<file path="src/rtl/bus_transfer_arbiter.sv">
// bus_transfer_arbiter: round-robin arbiter that grants one requester at a time
// and performs a single register-to-register bus transfer for it.
// One transfer takes three cycles: grant, then enables, then the done pulse.
//
// Optional feature macro: BUS_ARB_R0_PROTECT_EN
//   defined   : writes to register 0 are suppressed and flagged on err.
//   undefined : register 0 is writable like any other; err stays 0.
//
// Ports:
//   clock      - single clock, all state on posedge
//   clear      - asynchronous active-high reset
//   req        - per-requester transfer request (level)
//   src_sel    - packed source register index, requester i at [i*SEL_WIDTH +: SEL_WIDTH]
//   dst_sel    - packed destination register index, same packing
//   gnt        - one-hot grant to the current owner
//   bus_src_en - one-hot source register bus drive enable
//   reg_enable - one-hot destination register load enable
//   done       - one-cycle completion pulse to the owner
//   busy       - transfer in progress
//   err        - one-cycle protection violation pulse
module bus_transfer_arbiter #(
    parameter int unsigned NUM_REQ   = 4,
    parameter int unsigned SEL_WIDTH = 4
) (
    input  logic                         clock,
    input  logic                         clear,
    input  logic [NUM_REQ-1:0]           req,
    input  logic [NUM_REQ*SEL_WIDTH-1:0] src_sel,
    input  logic [NUM_REQ*SEL_WIDTH-1:0] dst_sel,
    output logic [NUM_REQ-1:0]           gnt,
    output logic [(2**SEL_WIDTH)-1:0]    bus_src_en,
    output logic [(2**SEL_WIDTH)-1:0]    reg_enable,
    output logic [NUM_REQ-1:0]           done,
    output logic                         busy,
    output logic                         err
);

    localparam int unsigned NUM_REGS = 2**SEL_WIDTH;
    localparam int unsigned IDX_W    = (NUM_REQ > 1) ? $clog2(NUM_REQ) : 1;

    typedef enum logic [1:0] {
        IDLE = 2'd0,
        XFER = 2'd1,
        DONE = 2'd2
    } state_t;

    state_t state, state_nxt;

    logic [IDX_W-1:0]     ptr_q, ptr_nxt;
    logic [IDX_W-1:0]     owner_q, owner_nxt;
    logic [SEL_WIDTH-1:0] src_q, src_nxt;
    logic [SEL_WIDTH-1:0] dst_q, dst_nxt;

    logic [NUM_REQ-1:0]   gnt_nxt;
    logic [NUM_REGS-1:0]  bus_src_en_nxt;
    logic [NUM_REGS-1:0]  reg_enable_nxt;
    logic [NUM_REQ-1:0]   done_nxt;
    logic                 busy_nxt;
    logic                 err_nxt;

    logic [SEL_WIDTH-1:0] src_arr [NUM_REQ];
    logic [SEL_WIDTH-1:0] dst_arr [NUM_REQ];

    logic                 found;
    logic [IDX_W-1:0]     win_idx;
    logic [IDX_W-1:0]     cand_idx;
    int unsigned          cand;

    // Unpack per-requester register indices
    for (genvar g = 0; g < NUM_REQ; g++) begin : g_unpack
        assign src_arr[g] = src_sel[g*SEL_WIDTH +: SEL_WIDTH];
        assign dst_arr[g] = dst_sel[g*SEL_WIDTH +: SEL_WIDTH];
    end

    // Round-robin search: first set req at or above ptr, wrapping
    always_comb begin
        found    = 1'b0;
        win_idx  = '0;
        cand     = 0;
        cand_idx = '0;
        for (int unsigned k = 0; k < NUM_REQ; k++) begin
            cand     = (32'(ptr_q) + k) % NUM_REQ;
            cand_idx = IDX_W'(cand);
            if (!found && req[cand_idx]) begin
                found   = 1'b1;
                win_idx = cand_idx;
            end
        end
    end

    // State register
    always_ff @(posedge clock or posedge clear) begin
        if (clear) begin
            state <= IDLE;
        end else begin
            state <= state_nxt;
        end
    end

    // Next-state logic
    always_comb begin
        state_nxt = state;
        case (state)
            IDLE:    if (|req) state_nxt = XFER;
            XFER:    state_nxt = DONE;
            DONE:    state_nxt = IDLE;
            default: state_nxt = IDLE;
        endcase
    end

    // Output logic: next values for the output and context flops
    always_comb begin
        gnt_nxt        = '0;
        bus_src_en_nxt = '0;
        reg_enable_nxt = '0;
        done_nxt       = '0;
        busy_nxt       = 1'b0;
        err_nxt        = 1'b0;
        ptr_nxt        = ptr_q;
        owner_nxt      = owner_q;
        src_nxt        = src_q;
        dst_nxt        = dst_q;
        case (state)
            IDLE: begin
                if (|req) begin
                    owner_nxt = win_idx;
                    src_nxt   = src_arr[win_idx];
                    dst_nxt   = dst_arr[win_idx];
                    gnt_nxt   = NUM_REQ'(1) << win_idx;
                    busy_nxt  = 1'b1;
                end
            end
            XFER: begin
                gnt_nxt        = gnt;
                busy_nxt       = 1'b1;
                bus_src_en_nxt = NUM_REGS'(1) << src_q;
`ifdef BUS_ARB_R0_PROTECT_EN
                // Register 0 is read-only: drop the load, flag the attempt
                if (dst_q == '0) begin
                    err_nxt = 1'b1;
                end else begin
                    reg_enable_nxt = NUM_REGS'(1) << dst_q;
                end
`else
                reg_enable_nxt = NUM_REGS'(1) << dst_q;
`endif
            end
            DONE: begin
                // busy stays up through the done cycle so a transfer shows 3 busy cycles
                busy_nxt = 1'b1;
                done_nxt = NUM_REQ'(1) << owner_q;
                ptr_nxt  = (32'(owner_q) == NUM_REQ - 1) ? '0 : owner_q + 1'b1;
            end
            default: ;
        endcase
    end

    // Output and transfer-context registers
    always_ff @(posedge clock or posedge clear) begin
        if (clear) begin
            gnt        <= '0;
            bus_src_en <= '0;
            reg_enable <= '0;
            done       <= '0;
            busy       <= 1'b0;
            err        <= 1'b0;
            ptr_q      <= '0;
            owner_q    <= '0;
            src_q      <= '0;
            dst_q      <= '0;
        end else begin
            gnt        <= gnt_nxt;
            bus_src_en <= bus_src_en_nxt;
            reg_enable <= reg_enable_nxt;
            done       <= done_nxt;
            busy       <= busy_nxt;
            err        <= err_nxt;
            ptr_q      <= ptr_nxt;
            owner_q    <= owner_nxt;
            src_q      <= src_nxt;
            dst_q      <= dst_nxt;
        end
    end

endmodule

</file>
<file path="config.mk">
export PLATFORM = sky130hd
export DESIGN_NAME = bus_transfer_arbiter
export DESIGN_NICKNAME = d
export VERILOG_FILES = /design/src/rtl/bus_transfer_arbiter.sv
export SDC_FILE = /design/constraint.sdc
export NUM_CORES = 1
export LEC_CHECK = 0
export CAP_MARGIN = 5
export CORE_MARGIN = 1
export CORE_UTILIZATION = 41
export CTS_CLUSTER_SIZE = 16
export DETAILED_ROUTE_END_ITERATION = 6
export PLACE_DENSITY = 0.72
export SYNTH_ARGS = -nofsm -noshare
export SYNTH_HDL_FRONTEND = slang
export SYNTH_SLANG_ARGS = --single-unit
</file>
<file path="constraint.sdc">
create_clock -name clock -period 2 [get_ports clock]
set_input_delay 0.6 -clock clock [delete_from_list [all_inputs] [get_ports clock]]
set_output_delay 0.6 -clock clock [all_outputs]
set_load 0.01 [all_outputs]
</file>
==> results.sh <==
export IMPL_end_kind="register"
export IMPL_cts_tree="done"
export IMPL_r2r_cells=6
export IMPL_synth_compound_area_share_pct=14.5
export IMPL_synth_net_count=264
export IMPL_clk_pin_slew_worst_paths_ns=0.09
export IMPL_cts_hold_buf=0
export IMPL_route_detailed_drc=0
export IMPL_grt_pass1_wl_mm=9.52
export IMPL_firstDrtPassIters=4
export IMPL_synth_area_top_cells="dfrtp_1, a2111oi_2, ha_1, nor2_1, mux2i_1"
export IMPL_drtIter0Drc=123
export IMPL_power_leakage_uw=0.00159
export IMPL_skew_ns=0.00589
export IMPL_seq_area_frac_synth_pct=55.9
export IMPL_setup_viol=0
export IMPL_clock_latency_ns=0.30
export IMPL_antenna_found_initial=0
export IMPL_clock_sinks=55
export IMPL_rows=27
export IMPL_setup_ws_ns=0.124
export IMPL_antenna_cells=0
export IMPL_yosysWarnings=0
export IMPL_worstSetupPathType="primary input to register"
export IMPL_hold_depth=2
export IMPL_cp_data_arrival_time_ns=2.06
export IMPL_avgSynthCellArea_um2=11.3
export IMPL_dieArea_um2=6320
export IMPL_wl_mm=5.93
export IMPL_numCtsBuffers=5
export IMPL_ys_types=34
export IMPL_tns_ns=0
export IMPL_die_y_um=79.5
export IMPL_layout_common_cells="clkdlybuf4s50_1, dfrtp_1, nor2_1"
export IMPL_status="finished, final reports clean"
export IMPL_synthCells=218
export IMPL_power_density_nw_per_um2=1190
export IMPL_startpoint_type="primary input"
export IMPL_ys_ff_latch=55
export IMPL_avgRoutedWirePerCell_um=15.5
export IMPL_h_tree_depth=2
export IMPL_mostFrequentLayoutCell="clkdlybuf4s50_1"
export IMPL_netlist_area_um2=2460
export IMPL_area_growth_pct=51.0
export IMPL_cts_buffer_depth=2
export IMPL_fin_nets=356
export IMPL_hpwl_mm=4.17
export IMPL_finalCritPeriodShare_pct=93.8
export IMPL_layout_cells_non_filler=383
export IMPL_crit_required_ns=2.18
export IMPL_overflow=0
export IMPL_first_global_vias=1960
export IMPL_min_delay_path_class="register to register"
export IMPL_vias=1955
export IMPL_hold_viol=0
export IMPL_synth_top_family_by_area="simple AND/OR/NAND/NOR gates"
export IMPL_synthMuxAreaShare_pct=3.66
export IMPL_io_buffers=78
export IMPL_core_um2=5640
export IMPL_max_cap_viol_count=0
export IMPL_crit_fanout=5
export IMPL_synthAdderAreaFrac_pct=4.06
export IMPL_ir_drop_uv=681
export IMPL_initial_core_util_pct=43.7
export IMPL_max_freq_ghz=0.533
export IMPL_yosys_area_share_simple_pct=17.3
export IMPL_viasPerCell=5.10
export IMPL_cts_root_buf="clkbuf_8"
export IMPL_synthXorXnorAreaFrac_pct=0
export IMPL_place_inst=373
export IMPL_drive_above_1_share_pct=18.6
export IMPL_rsz0062_at_grt="no"
export IMPL_grtUsageTotal_pct=19.6
export IMPL_gp_congestion=0.800
export IMPL_netlist_area_leader_share_pct=55.9
export IMPL_die_width_um=79.5
export IMPL_yosysTopAreaCell="dfrtp_1"
export IMPL_ios=80
export IMPL_drt_antenna_violating_nets=0
export IMPL_layout_min_cycle_time_ns=1.88
export IMPL_dpl_worst_slack_ns=-0.466
export IMPL_grt_max_degree=56
export IMPL_maxSlewViolCount=0
[critical path: stages]
cell and delay (ns):
dlygate4sd2_1 0.34, nand2b_1 0.11, a21o_4 0.25, and2_4 0.16, buf_4 0.16, a2111oi_4 0.36, a211oi_2 0.08
[cell families (layout without fill, tap and decap cells)]
kind of cell               count (synthesis)  count (layout)
AOI/OAI and AO/OA                         36              36
DFF                                       55              55
adders and majority gates                  8               8
other                                      1               1
buffers and inverters                     22             114
and+or+nand+nor                           87              88
muxes                                      9               9
[per-layer routing]
| layer | global-route usage (%) | wire (um) | vias up |
|---|---|---|---|
| met4 | 6.73 | 77 | 0 |
| met3 | 3.54 | 309 | 6 |
| met2 | 32.4 | 2880 | 68 |
| met5 | 0 | 0 | - |
| li1 | - | - | 935 |
| met1 | 25.9 | 2660 | 946 |
[timing repair]
action | 4_1_cts | 5_1_grt
pin swaps | 1 | 3
gates cloned | 0 | 1
resized for setup | 25 | 15
setup buffers | 0 | 1
endpoints found under the setup margin | 14 | 13
[through the flow]
step                util, %  instance area [um^2]  total power (uW)  hold slack (ns)
global route           66.0                  3720              4720            0.542
floorplan                 -                  2460              2770            0.502
global placement       60.7                  3420              3460            0.476
detailed placement     60.7                  3420              3510            0.493
CTS                    64.5                  3640              4320            0.516
finish                 66.0                  3720              4440            0.509
[final cells by class]
type                            instances  area (um^2)
Fill cell                             422         1920
Sequential cell                        55         1380
Multi-Input combinational cell        142         1160
Timing Repair Buffer                   97          973
Tap cell                               72         90.1
Clock buffer                            6         72.6
Inverter                                9         33.8
Clock inverter                          2         12.5
[where the power goes]
group	internal [uW]	switching, uW	total, uW
sequential	1380	268	1640
clock	246	346	592
combinational	1050	1150	2200
[flip-flops by register name, summed over array words and instances (netlist names)]
register and count:
owner_q 2, done 4, gnt 4, busy 1, src_q 4, state 2
ptr_q 2, dst_q 4, bus_src_en 16, reg_enable 16
[final timing paths]
path / start / slack, ns / endpoint
max in group asynchronous: clear / 1.11 / gnt[1]$_DFFE_PP0N_
min in group asynchronous: clear / 0.67 / bus_src_en[12]$_DFF_PP0_
max: req[2] / 0.12 / dst_q[0]$_DFFE_PP0P_
min: gnt[1]$_DFFE_PP0N_ / 0.51 / gnt[1]$_DFFE_PP0N_
max reg2reg: ptr_q[1]$_DFFE_PP0P_ / 0.14 / dst_q[0]$_DFFE_PP0P_
min reg2reg: gnt[1]$_DFFE_PP0N_ / 0.51 / gnt[1]$_DFFE_PP0N_
[synthesized netlist by cell type]
library cell,count
a211oi_1,2
dfrtp_1,55
nor4_1,3
a32oi_2,1
mux2i_1,9
buf_6,2
and3_1,2
a211oi_2,7
nor3_1,16
and2_1,6
or4_1,1
o21ai_0,3
conb_1,1
a21oi_1,1
o31ai_1,2
o22ai_1,1
and3b_1,1
o21ai_1,2
a21boi_0,7
nand2_1,18
clkbuf_1,7
buf_2,1
inv_1,9
nor2_1,25
nand3b_1,2
a2111oi_2,8
buf_4,3
ha_1,8
nand2_2,1
nand2b_1,7
or3b_2,1
nor4bb_1,1
nand3_1,3
a21o_1,2
Power figures use the tool's default switching activity.
